<file path="src/rtl/skrol_displej_pkg.sv">
// ---------------------------------------------------------------------------
// skrol_displej_pkg
// Shared constants for the scrolling 4-digit 7-segment display slice.
//   NUM_DIGITS : number of multiplexed digits (4)
//   CHAR_W     : width of one segment code (8 bits)
//   SEG_BLANK  : segment code with every segment dark (active-low segments)
//   AN_OFF     : anode pattern with every digit switched off (active-low)
// anode_for() builds the active-low one-hot anode word for a digit slot,
// slot 0 being the leftmost digit on an[3].
// ---------------------------------------------------------------------------
package skrol_displej_pkg;

  localparam int              NUM_DIGITS = 4;
  localparam int              CHAR_W     = 8;
  localparam logic [7:0]      SEG_BLANK  = 8'hFF;
  localparam logic [3:0]      AN_OFF     = 4'b1111;

  function automatic logic [NUM_DIGITS-1:0] anode_for(input logic [1:0] slot);
    return ~(4'b1000 >> slot);
  endfunction

endpackage

</file>
<file path="src/rtl/skrol_prescaler.sv">
// ---------------------------------------------------------------------------
// skrol_prescaler
// Generic modulo-N counter: counts 0..N-1 on every cycle where step_i is
// high and wraps to 0. tc_o is a one-cycle pulse on the stepping cycle that
// sits at N-1, i.e. it marks the wrap edge.
// Ports:
//   clk    : system clock, rising edge
//   rst_n  : asynchronous active-low reset (count -> 0)
//   step_i : advance the count this cycle
//   tc_o   : terminal-count pulse (combinational from count and step_i)
// ---------------------------------------------------------------------------
module skrol_prescaler #(
  parameter int N = 2
) (
  input  logic clk,
  input  logic rst_n,
  input  logic step_i,
  output logic tc_o
);

  localparam int            W    = (N > 1) ? $clog2(N) : 1;
  localparam logic [W-1:0]  LAST = W'(N - 1);

  logic [W-1:0] cnt_q, cnt_d;

  assign tc_o = step_i && (cnt_q == LAST);

  always_comb begin
    cnt_d = cnt_q;
    if (step_i) begin
      cnt_d = (cnt_q == LAST) ? '0 : cnt_q + 1'b1;
    end
  end

  always_ff @(posedge clk or negedge rst_n) begin
    if (!rst_n) begin
      cnt_q <= '0;
    end else begin
      cnt_q <= cnt_d;
    end
  end

endmodule

</file>
<file path="src/rtl/skrol_displej.sv">
// ---------------------------------------------------------------------------
// skrol_displej
// Multiplexed 4-digit display driver with horizontal text scrolling.
// A scan prescaler produces one digit tick every SCAN_DIV clocks; four digit
// ticks make a frame. Each frame the four segment codes on znakovi are
// latched into a frame buffer, so a frame is never torn. Every SCROLL_FRAMES
// frames the window position pozicija moves one character left or right.
// Ports:
//   clk           : system clock, rising edge
//   rst_n         : asynchronous active-low reset
//   en            : scroll enable (scanning always runs)
//   smer          : 0 = pozicija counts up, 1 = pozicija counts down
//   duzina_teksta : text length in characters
//   znakovi       : four segment codes, byte 0 = leftmost character
//   pozicija      : registered index of the leftmost displayed character
//   seg           : segment code of the active digit
//   an            : active-low one-hot digit anodes, an[3] = leftmost
// ---------------------------------------------------------------------------
module skrol_displej
  import skrol_displej_pkg::*;
#(
  parameter int SCAN_DIV      = 50000,
  parameter int SCROLL_FRAMES = 64
) (
  input  logic                         clk,
  input  logic                         rst_n,
  input  logic                         en,
  input  logic                         smer,
  input  logic [7:0]                   duzina_teksta,
  input  logic [NUM_DIGITS*CHAR_W-1:0] znakovi,
  output logic [7:0]                   pozicija,
  output logic [CHAR_W-1:0]            seg,
  output logic [NUM_DIGITS-1:0]        an
);

  logic digit_tick, frame_tick, scroll_tick;

  logic [1:0]                   d_q, d_d;
  logic [NUM_DIGITS*CHAR_W-1:0] buf_q, buf_d;
  logic [7:0]                   poz_q, poz_d;
  logic [CHAR_W-1:0]            seg_q, seg_d;
  logic [NUM_DIGITS-1:0]        an_q, an_d;

  skrol_prescaler #(.N(SCAN_DIV)) u_scan (
    .clk    (clk),
    .rst_n  (rst_n),
    .step_i (1'b1),
    .tc_o   (digit_tick)
  );

  skrol_prescaler #(.N(SCROLL_FRAMES)) u_frame (
    .clk    (clk),
    .rst_n  (rst_n),
    .step_i (frame_tick),
    .tc_o   (scroll_tick)
  );

  assign frame_tick = digit_tick && (d_q == 2'(NUM_DIGITS - 1));

  // Outputs are registered from the next-state values so that seg/an line
  // up with the slot the counters are entering. A digit tick means the
  // prescaler is about to read 0, which is the blanking (anti-ghost) count.
  always_comb begin
    d_d   = digit_tick ? d_q + 2'd1 : d_q;
    buf_d = frame_tick ? znakovi : buf_q;
    seg_d = buf_d[d_d*CHAR_W +: CHAR_W];
    an_d  = digit_tick ? AN_OFF : anode_for(d_d);
  end

  // Position update: an empty or shrunken text pins the window to 0 and
  // takes priority over a scroll tick arriving on the same edge.
  always_comb begin
    poz_d = poz_q;
    if (duzina_teksta == 8'd0 || poz_q >= duzina_teksta) begin
      poz_d = 8'd0;
    end else if (scroll_tick && en) begin
      if (!smer) begin
        poz_d = (poz_q == duzina_teksta - 8'd1) ? 8'd0 : poz_q + 8'd1;
      end else begin
        poz_d = (poz_q == 8'd0) ? duzina_teksta - 8'd1 : poz_q - 8'd1;
      end
    end
  end

  always_ff @(posedge clk or negedge rst_n) begin
    if (!rst_n) begin
      d_q   <= 2'd0;
      buf_q <= {NUM_DIGITS{SEG_BLANK}};
      poz_q <= 8'd0;
      seg_q <= SEG_BLANK;
      an_q  <= AN_OFF;
    end else begin
      d_q   <= d_d;
      buf_q <= buf_d;
      poz_q <= poz_d;
      seg_q <= seg_d;
      an_q  <= an_d;
    end
  end

  assign pozicija = poz_q;
  assign seg      = seg_q;
  assign an       = an_q;

endmodule

</file>
<file path="config.mk">
export PLATFORM = sky130hd
export DESIGN_NAME = skrol_displej
export DESIGN_NICKNAME = d
export VERILOG_FILES = /design/src/rtl/skrol_displej_pkg.sv /design/src/rtl/skrol_prescaler.sv /design/src/rtl/skrol_displej.sv
export SDC_FILE = /design/constraint.sdc
export NUM_CORES = 1
export LEC_CHECK = 0
export BUFFER_PORTS_ARGS = -buffer_cell sky130_fd_sc_hd__clkbuf_2
export CORE_UTILIZATION = 60
export CTS_BUF_LIST = sky130_fd_sc_hd__clkbuf_2 sky130_fd_sc_hd__clkbuf_4 sky130_fd_sc_hd__clkbuf_8
export DETAILED_ROUTE_END_ITERATION = 10
export PLACE_DENSITY = 0.89
export SETUP_SLACK_MARGIN = 0.4
export SYNTH_ARGS = -nofsm -noshare
export SYNTH_HDL_FRONTEND = slang
export SYNTH_SLANG_ARGS = --single-unit
export TNS_END_PERCENT = 50
</file>
<file path="constraint.sdc">
create_clock -name clk -period 6.39 [get_ports clk]
set_input_delay 0.3195 -clock clk [delete_from_list [all_inputs] [get_ports clk]]
set_output_delay 0.3195 -clock clk [all_outputs]
set_load 0.01 [all_outputs]
</file>
==> results of run 1 <==
## routing by layer
metal  GRT usage (%)  vias up
met5               0        -
met1            34.9     1560
met4            8.33        0
li1                -     1528
met2            41.7      113
met3            5.71       14
## power by group
group | switching (mW) | internal [mW]
clock network | 0.175 | 0.277
logic | 0.0805 | 0.0576
registers | 0.0249 | 0.488
## final cells by class
cell class	instances	share of cell area, %
Multi-Input combinational cell	280	44.2
Sequential cell	76	40.2
Timing Repair Buffer	65	6.79
Clock buffer	11	2.98
Tap cell	96	2.47
Clock inverter	5	2.21
Inverter	14	1.08
## layout by cell type, fill, tap and decap left out, types with 5 or more instances in the layout
cell,Yosys,final
clkbuf_2,0,62
xor2_1,8,8
o21ai_0,19,19
dfstp_2,44,44
a21o_1,6,6
nor2_1,16,16
nand4_1,5,5
xnor2_1,22,22
nand2_1,26,26
a21oi_1,12,12
or3_1,6,6
o211ai_1,6,6
nand3_1,10,10
nor3_1,7,7
dfrtp_1,32,32
inv_1,13,13
ha_1,15,15
mux2i_1,25,25
mux2_2,33,33
clkbuf_8,0,10
and3_1,10,10
## state kept, by name (all words and copies together) (netlist names)
name	flops
u_frame.cnt_q	6
an	4
seg	8
pozicija	8
buf_q	32
d_q	2
u_scan.cnt_q	16
## stage by stage
stage               total power, mW  instance area, sq um  std cells
floorplan                     0.607                  4270        392
global placement              0.652                  4610        531
detailed placement            0.657                  4610        531
CTS                            1.11                  4860        547
global route                   1.15                  4860        547
finish                         1.10                  4860        547
## final timing paths
check                                    to  slack (ps)  cells past startpoint
max                             pozicija[0]        3300                      6
min                             pozicija[6]         170                      2
max reg2reg                     pozicija[0]        3300                      6
min reg2reg                u_frame.cnt_q[4]         480                      1
max in group asynchronous            d_q[0]        5620                      2
min in group clk                  buf_q[22]         220                      2
## kinds of logic (layout without fill, tap and decap cells)
logic type,Yosys count,count (layout),synth area share (%)
buf+inv,36,95,3.78
fa+ha+maj,15,15,4.40
compound gates,70,70,11.1
mux,59,59,14.9
flops,76,76,45.8
xor+xnor,31,31,6.80
simple gates,105,105,13.2
## worst max-delay path, stage by stage (launching register included)
cell      delay (ps)
dfrtp_1          410
nor4bb_1         440
and4_1           680
buf_4            420
and3_1           380
o311ai_0         230
a221oi_1         410
==> summary.txt, run 1 <==
Timing
  – Achievable Freq: 324 MHz
  – Endpoints failing setup: 0
  – Slew of the pin with the lowest slew margin: 904 ps
  – Minimum clock period: 3090 ps
  – Final hold slack: 174 ps
  – Relative slew slack: 38.5%
  – Final Hold Fails: 0
  – Final Skew: 9.46 ps
  – Slew Viols, Final: 0
  – Setup WS post-layout: 3300 ps
  – Setup TNS: 0 ps
  – Unrepaired setup endpoints after global routing: no
  – Tcrit/Tclk final: 48.4%

Synthesis
  – Fraction of registers with async set/reset: 100%
  – Yosys top cell area share: 27.1%
  – #FFs+latches synth: 76
  – Synth Instances: 392
  – Sequential fraction of the synthesis area: 45.8%
  – Yosys cell types: 52
  – Top cells by count, synth: dfstp_2 (44), mux2_2 (33), dfrtp_1 (32)
  – Most frequent cell after synthesis: dfstp_2
  – EDFF count, synth: 0
  – Top post-synthesis cells by area: dfstp_2 (27%), dfrtp_1 (19%), mux2_2 (8.7%)
  – Avg Cell Area, Syn: 10.9 sq um
  – Post-synthesis cell area: 4270 sq um
  – Largest area contributor in the netlist: dfstp_2
  – Mapped Nets: 451
  – Ys flop type: dfstp_2
  – Synth warn: 0

Detailed routing
  – WL met3: 533 um
  – Drt pass-1 iters: 4
  – Final WL: 9.11 mm
  – Max Used Layer: met4
  – Drc violations: 0
  – M1 WL: 4.03 mm
  – Routed len/inst: 16.7 um
  – Routed length on met2: 4.38 mm
  – DR vias/cell: 5.88
  – Total vias in the final route: 3215
  – 1st-iter DRT viols: 196
  – ANT nets after route: 0

Placement
  – GPL Wtd Cong: 0.914
  – Port Buffer Count: 63
  – Post-place setup slack: 3380 ps
  – Hpwl dp: 6.36 mm

Clocking
  – Setup Buffers After CTS: 0
  – Hold buffers post-CTS: 0
  – Worst skew pair latency: 350 ps
  – Clock transition at path regs: 80 ps
  – CTS tree: done
  – Clock Path Buffers: 2
  – Root Driver: clkbuf_8
  – Clock Sinks: 76
  – Inserted Clock Buffers: 9
  – Cts repair resizes: 0
  – # H-tree levels: 3

Global route
  – First-pass GRT wire length: 14.8 mm
  – Total GRT Usage: 25.8%
  – Initial antenna violation count: 0
  – GRT overflow: 0
  – Vias in the first global route: 3075
  – Largest net degree at the start of global routing: 77

Final layout
  – Layout area overhead: 13.9%
  – Layout cell share with drive strength beyond 1: 36.4%
  – Area of the multi-input gates: 2150 sq um
  – Layout Nets: 505
  – Fin util: 71.2%
  – ANT cells: 0
  – Fill cells: 509
  – Register area: 1960 sq um

Floorplanning
  – Die Y: 86.4 um
  – Initial Util: 62.5%
  – Die Footprint: 7460 sq um
  – Number of cell rows: 30
  – # IOs: 64
  – Die span in x: 86.4 um
  – Area of the core: 6830 sq um

Setup path
  – Worst path required time: 6610 ps
  – Critical path startpoint category: flip-flop
  – Worst Setup SP: u_scan.cnt_q[11]
  – Max FO, Critical Path: 25
  – RR Startpoint: u_scan.cnt_q[11]
  – CP Capture Type: flip-flop
  – Worst path arrival time: 3310 ps
  – Kind of critical path: flip-flop to flip-flop

Run status
  – Outcome: completed

Worst hold path
  – Hold WC Path Type: input pin to asynchronous set/reset pin

Power and ir drop
  – Pwr dens: 227 nW/um^2
  – Lkg Pwr: 2.18 nW
  – Peak VDD IR: 0.192 mV

Run
  – MaxCap Viol Count: 0
No activity file was read; power rests on OpenSTA's default activity.
==> inputs of run 2 (changes only) <==
ABC_AREA = 1   (was unset)
clock period = 3.1 ns   (was 6.39 ns; I/O delays follow)
==> run 2 against run 1 <==
  * The flow now finishes with violations (negative hold slack)
  * Synthesized cell count rose by 48%
  * Via count rose by 23%
  * Combinational power fell by 25%
  * Largest cell class unchanged
  * Count of clock-buffer cells in the layout fell by 1
  * Critical endpoint is now seg[2]
  * Utilization rose by 1.3 points
  * Largest power group unchanged
==> summary.txt, run 2 <==
Run status
  – Failing checks: negative hold slack
  – Outcome: finished, violations left

Global route
  – Total GRT Usage: 27.4%
  – GRT overflow: 0
  – First-pass GRT wire length: 16.5 mm
  – Largest net degree at the start of global routing: 47
  – Initial antenna violation count: 0
  – Vias in the first global route: 3793

Timing
  – Minimum clock period: 2320 ps
  – Endpoints failing setup: 0
  – Relative slew slack: 31.5%
  – Slew of the pin with the lowest slew margin: 1030 ps
  – Unrepaired setup endpoints after global routing: no
  – Setup TNS: 0 ps
  – Final Hold Fails: 6
  – Final hold slack: -28.9 ps
  – Tcrit/Tclk final: 74.8%
  – Final Skew: 6.96 ps
  – Setup WS post-layout: 782 ps
  – Slew Viols, Final: 0
  – Achievable Freq: 431 MHz

Setup path
  – Worst path arrival time: 2600 ps
  – R2R Path End: seg[2]
  – Worst R2R Setup Slack: 780 ps
  – CP Capture Type: flip-flop
  – Kind of critical path: flip-flop to flip-flop
  – RR Startpoint: u_scan.cnt_q[0]
  – Worst path required time: 3380 ps
  – Worst Setup SP: u_scan.cnt_q[0]
  – Critical path startpoint category: flip-flop
  – Max FO, Critical Path: 13
  – Worst Reg-to-Reg Cells: 14

Synthesis
  – Fraction of registers with async set/reset: 100%
  – Most frequent cell after synthesis: nand2_1
  – Largest area contributor in the netlist: dfstp_2
  – Synth warn: 0
  – Top cells by count, synth: nand2_1 (164), inv_1 (85), nor2_1 (69)
  – Top post-synthesis cells by area: dfstp_2 (26%), dfrtp_1 (18%), nand2_1 (14%)
  – Post-synthesis cell area: 4440 sq um
  – Yosys cell types: 39
  – Ys flop type: dfstp_2
  – Sequential fraction of the synthesis area: 44.1%
  – #FFs+latches synth: 76
  – Yosys top cell area share: 26.0%
  – EDFF count, synth: 0
  – Synth Instances: 580
  – Avg Cell Area, Syn: 7.66 sq um
  – Mapped Nets: 639

Clocking
  – Worst skew pair latency: 350 ps
  – Clock transition at path regs: 80 ps
  – # H-tree levels: 3
  – Clock Path Buffers: 2
  – CTS tree: done
  – Clock Sinks: 76
  – Root Driver: clkbuf_8
  – Inserted Clock Buffers: 9

Floorplanning
  – # IOs: 64
  – Number of cell rows: 30
  – Area of the core: 6980 sq um
  – Die Footprint: 7750 sq um
  – Die span in x: 88.0 um
  – Die Y: 88.0 um
  – Initial Util: 63.6%

Placement
  – Placed cell area: 4850 sq um
  – GPL Wtd Cong: 0.936
  – Port Buffer Count: 63
  – Post-place setup slack: 804 ps
  – Hpwl dp: 7.13 mm

Detailed routing
  – 1st-iter DRT viols: 247
  – ANT nets after route: 0
  – DR vias/cell: 5.27
  – Routed len/inst: 13.1 um
  – Final WL: 9.83 mm
  – Drt pass-1 iters: 5
  – Drc violations: 0
  – Total vias in the final route: 3968

Final layout
  – Layout Nets: 711
  – Largest register FFs: 32
  – Final Cell Area: 5060 sq um
  – Biggest regs: buf_q: 32 flops, u_scan.cnt_q: 16 flops
  – Commonest non-fill, non-tap cells in the layout: nand2_1 (164), inv_1 (85), nor2_1 (69)
  – Layout area overhead: 13.9%
  – ANT cells: 0
  – Biggest register: buf_q
  – Layout cell share with drive strength beyond 1: 24.7%
  – Commonest non-fill, non-tap cell in the layout: nand2_1

Run
  – MaxCap Viol Count: 0

Power and ir drop
  – Peak VDD IR: 0.290 mV
  – Pwr dens: 354 nW/um^2
  – Lkg Pwr: 2.78 nW

Worst hold path
  – Hold WC Path Type: input pin to asynchronous set/reset pin
-- run 2: changes by cell type after synthesis, moves of 7 or more --
cell	before	now
a21oi_1	12	20
nand2_2	0	7
nand3_1	10	30
o21ai_0	19	27
clkbuf_1	13	0
nand2_1	26	164
and3_1	10	0
mux2i_1	25	0
nor2_1	16	69
mux2_2	33	0
xnor2_1	22	2
inv_1	13	85
-- run 2: cell families after synthesis --
family | count (synthesis) | synth area share [%]
flops | 76 | 44.1
buf+inv | 98 | 9.24
simple gates | 309 | 30.3
xor+xnor | 17 | 3.78
fa+ha+maj | 15 | 4.23
compound gates | 65 | 8.37
-- run 2: timing repair --
action                    in CTS  in global routing
hold buffers                   2                  0
resized for setup              0                  0
setup buffers                  0                  0
hold endpoints to repair       2                  0
-- run 2: metal layers --
layer | routed length, um | up-vias | track usage [%]
met3 | 561 | 19 | 5.84
met1 | 4280 | 1865 | 36.6
met4 | 136 | 0 | 10.4
met5 | 0 | - | 0
li1 | - | 1945 | -
met2 | 4850 | 139 | 44.2
-- run 2: stage by stage --
stage                     cells  total power, mW  utilization, %
final                       753             1.79            72.5
after global routing        753             1.86            72.5
after CTS                   753             1.80            72.5
after detailed placement    735             1.11            69.5
after global placement      735             1.11            69.5
after floorplan             580             1.05               -
-- run 2: power by group --
group          internal [mW]  switching, mW  leakage (nW)
combinational         0.0405         0.0638          1.80
clock                  0.318          0.376        0.0894
sequential             0.994              0         0.890
total                   1.35          0.440          2.78
-- run 2: critical path: stages (launching register included) --
cell     delay, ps
dfrtp_1        380
ha_1           220
nand2_1         70
nor2_1          90
nand3_1         90
nor2_2         100
buf_4          220
nand2_2         80
inv_1          320
buf_4          250
nand2_1         70
o21ai_0        120
nor2_1          70
a21oi_1        120
nand2_1         60
-- run 2: how the worst max path moves through the flow --
stage,to,slack [ps],depth (start not counted)
floorplan,pozicija[0],1330,9
global placement,seg[5],930,14
detailed placement,seg[5],800,14
CTS,seg[2],750,14
global route,seg[2],510,14
finish,seg[2],780,14
-- run 2: layout make-up --
| class | count | area (sq um) |
|---|---|---|
| Clock buffer | 10 | 138 |
| Clock inverter | 6 | 47.5 |
| Fill cell | 523 | 1920 |
| Inverter | 88 | 330 |
| Multi-Input combinational cell | 406 | 2070 |
| Sequential cell | 76 | 1960 |
| Tap cell | 96 | 120 |
| Timing Repair Buffer | 71 | 393 |
==> inputs of run 3 (changes only) <==
clock period = 2.19 ns   (was 3.1 ns; I/O delays follow)
==> run 3 against run 2 <==
  * Largest power group unchanged
  * Worst hold slack improved by 80 ps
  * Wire length up 73%
  * The run ends with negative setup slack left
  * Maximum frequency shrank 0.65%
  * Worst setup slack worse by 930 ps
  * Largest cell class unchanged
==> summary.txt, run 3 (synthesis gave the netlist of run 2 again) <==
Run status
  – Outcome: finished, violations left
  – Failing checks: negative setup slack

Setup path
  – Worst path max stage delay: 430 ps
  – Worst Reg-to-Reg Cells: 13
  – CP Capture Type: flip-flop
  – R2R Path End: seg[4]
  – Worst R2R Setup Slack: -140 ps
  – Worst path slowest cell: dfrtp_1
  – Kind of cell adding the most delay to the critical path: simple AND/OR/NAND/NOR gates
  – Critical path startpoint category: flip-flop
  – Worst path required time: 2470 ps
  – CP bufs+invs: 2
  – RR Startpoint: u_scan.cnt_q[0]
  – Worst-path cell chain: ha_4, nand2_2, nor2_2, nand3_2, nor2_4, buf_8, nand2_2, o21ai_4, inv_4, nand2_4, nor2_1, nor2_2, nand2_1
  – Max FO, Critical Path: 8
  – Kind of critical path: flip-flop to flip-flop
  – Worst path arrival time: 2610 ps

Floorplanning
  – # IOs: 64
  – Die span in x: 88.0 um
  – Initial Util: 63.6%
  – Number of cell rows: 30
  – Die Footprint: 7750 sq um
  – Die Y: 88.0 um
  – Area of the core: 6980 sq um

Final layout
  – ANT cells: 0
  – Commonest non-fill, non-tap cells in the layout: nand2_1 (152), inv_1 (76), clkbuf_2 (62)
  – Layout area overhead: 36.9%
  – Final Cell Area: 6080 sq um
  – Biggest register: buf_q
  – Commonest non-fill, non-tap cell in the layout: nand2_1
  – Layout cell share with drive strength beyond 1: 38.5%
  – Layout Nets: 765
  – Largest register FFs: 32
  – Biggest regs: buf_q: 32 flops, u_scan.cnt_q: 16 flops
  – Fill cells: 326

Placement
  – Hpwl dp: 7.48 mm
  – Port Buffer Count: 63
  – Placed cell area: 4910 sq um
  – GPL Wtd Cong: 0.933

Timing
  – Final hold slack: 51.3 ps
  – Final Hold Fails: 0
  – Final Skew: 17.4 ps
  – Minimum clock period: 2330 ps
  – Slew Viols, Final: 0
  – Setup TNS: -1730 ps
  – Relative slew slack: 62.1%
  – Unrepaired setup endpoints after global routing: yes
  – Slew of the pin with the lowest slew margin: 564 ps
  – Achievable Freq: 429 MHz
  – Endpoints failing setup: 18
  – Setup WS post-layout: -143 ps
  – Tcrit/Tclk final: 107%

Detailed routing
  – 1st-iter DRT viols: 655
  – ANT nets after route: 0
  – Drc violations: 0
  – Total vias in the final route: 4981
  – DR vias/cell: 6.17
  – Final WL: 17.0 mm
  – Routed len/inst: 21.1 um
  – Drt pass-1 iters: 6

Power and ir drop
  – Lkg Pwr: 3.18 nW
  – Peak VDD IR: 0.702 mV
  – Pwr dens: 469 nW/um^2

Worst hold path
  – WHS Endpoint: buf_q[24]
  – Hold WC Path Type: input pin to flip-flop
  – Cells on Worst Hold Path: 5
  – Beginning of the worst hold path: znakovi[24]

Global route
  – First-pass GRT wire length: 20.9 mm
  – GRT overflow: 0
  – Largest net degree at the start of global routing: 45
  – Initial antenna violation count: 0
  – Total GRT Usage: 36.5%
  – Vias in the first global route: 4407

Clocking
  – Inserted Clock Buffers: 9
  – Root Driver: clkbuf_8
  – Clock transition at path regs: 80 ps
  – CTS tree: done
  – Clock Sinks: 76
  – Clock Path Buffers: 2
  – # H-tree levels: 3
  – Worst skew pair latency: 370 ps

Run
  – MaxCap Viol Count: 0
run 3: how the worst max path moves through the flow:
stage,depth (start not counted),startpoint,slack [ps],end
after CTS,13,u_scan.cnt_q[0],310,seg[4]
after global routing,12,u_scan.cnt_q[0],-240,pozicija[1]
after detailed placement,10,pozicija[3],170,pozicija[0]
after global placement,11,u_scan.cnt_q[0],230,seg[5]
after floorplan,9,pozicija[5],420,pozicija[0]
final,13,u_scan.cnt_q[0],-140,seg[4]
run 3: tightest hold or removal path, delay by kind of cell:
family          cells  cell delay, ps
compound gates      1              80
buf+inv             3             170
simple gates        1              60
run 3: layer usage:
layer | track usage [%] | vias to the layer above | part of all wire, %
met5 | 0 | - | 0
met4 | 24.6 | 0 | 9.4
met3 | 9.24 | 156 | 11
met2 | 58.8 | 475 | 46
met1 | 43.2 | 2281 | 33
li1 | - | 2069 | -
run 3: final cells by class:
cell class / instances / area [sq um] / area share, %
Multi-Input combinational cell: 406 / 2430 / 40.0
Sequential cell: 76 / 1960 / 32.2
Timing Repair inverter: 1 / 5.00 / 0.0823
Clock buffer: 12 / 153 / 2.51
Timing Repair Buffer: 124 / 980 / 16.1
Inverter: 88 / 357 / 5.87
Clock inverter: 4 / 72.6 / 1.19
Tap cell: 96 / 120 / 1.98
run 3: what timing repair did:
item,CTS,global route
hold buffers,12,0
pin swaps,20,19
gates resized for setup,55,89
buffers inserted,14,19
hold endpoints to repair,27,0
cloned,4,1
endpoints found under the setup margin,26,67
run 3: report_power, final:
group          switching (mW)  internal [mW]  total, mW
registers                   0           1.41       1.41
clock network           0.566          0.698       1.26
logic                   0.110         0.0724      0.182
run 3: through the flow:
step,instances,setup WS [ps],utilization (%),power (mW)
2_1_floorplan,580,422,-,1.49
3_3_place_gp,741,227,70.3,1.58
3_5_place_dp,741,170,70.3,1.58
4_1_cts,787,306,80.6,2.79
5_1_grt,807,-240,87.1,2.92
6_report,807,-143,87.1,2.85
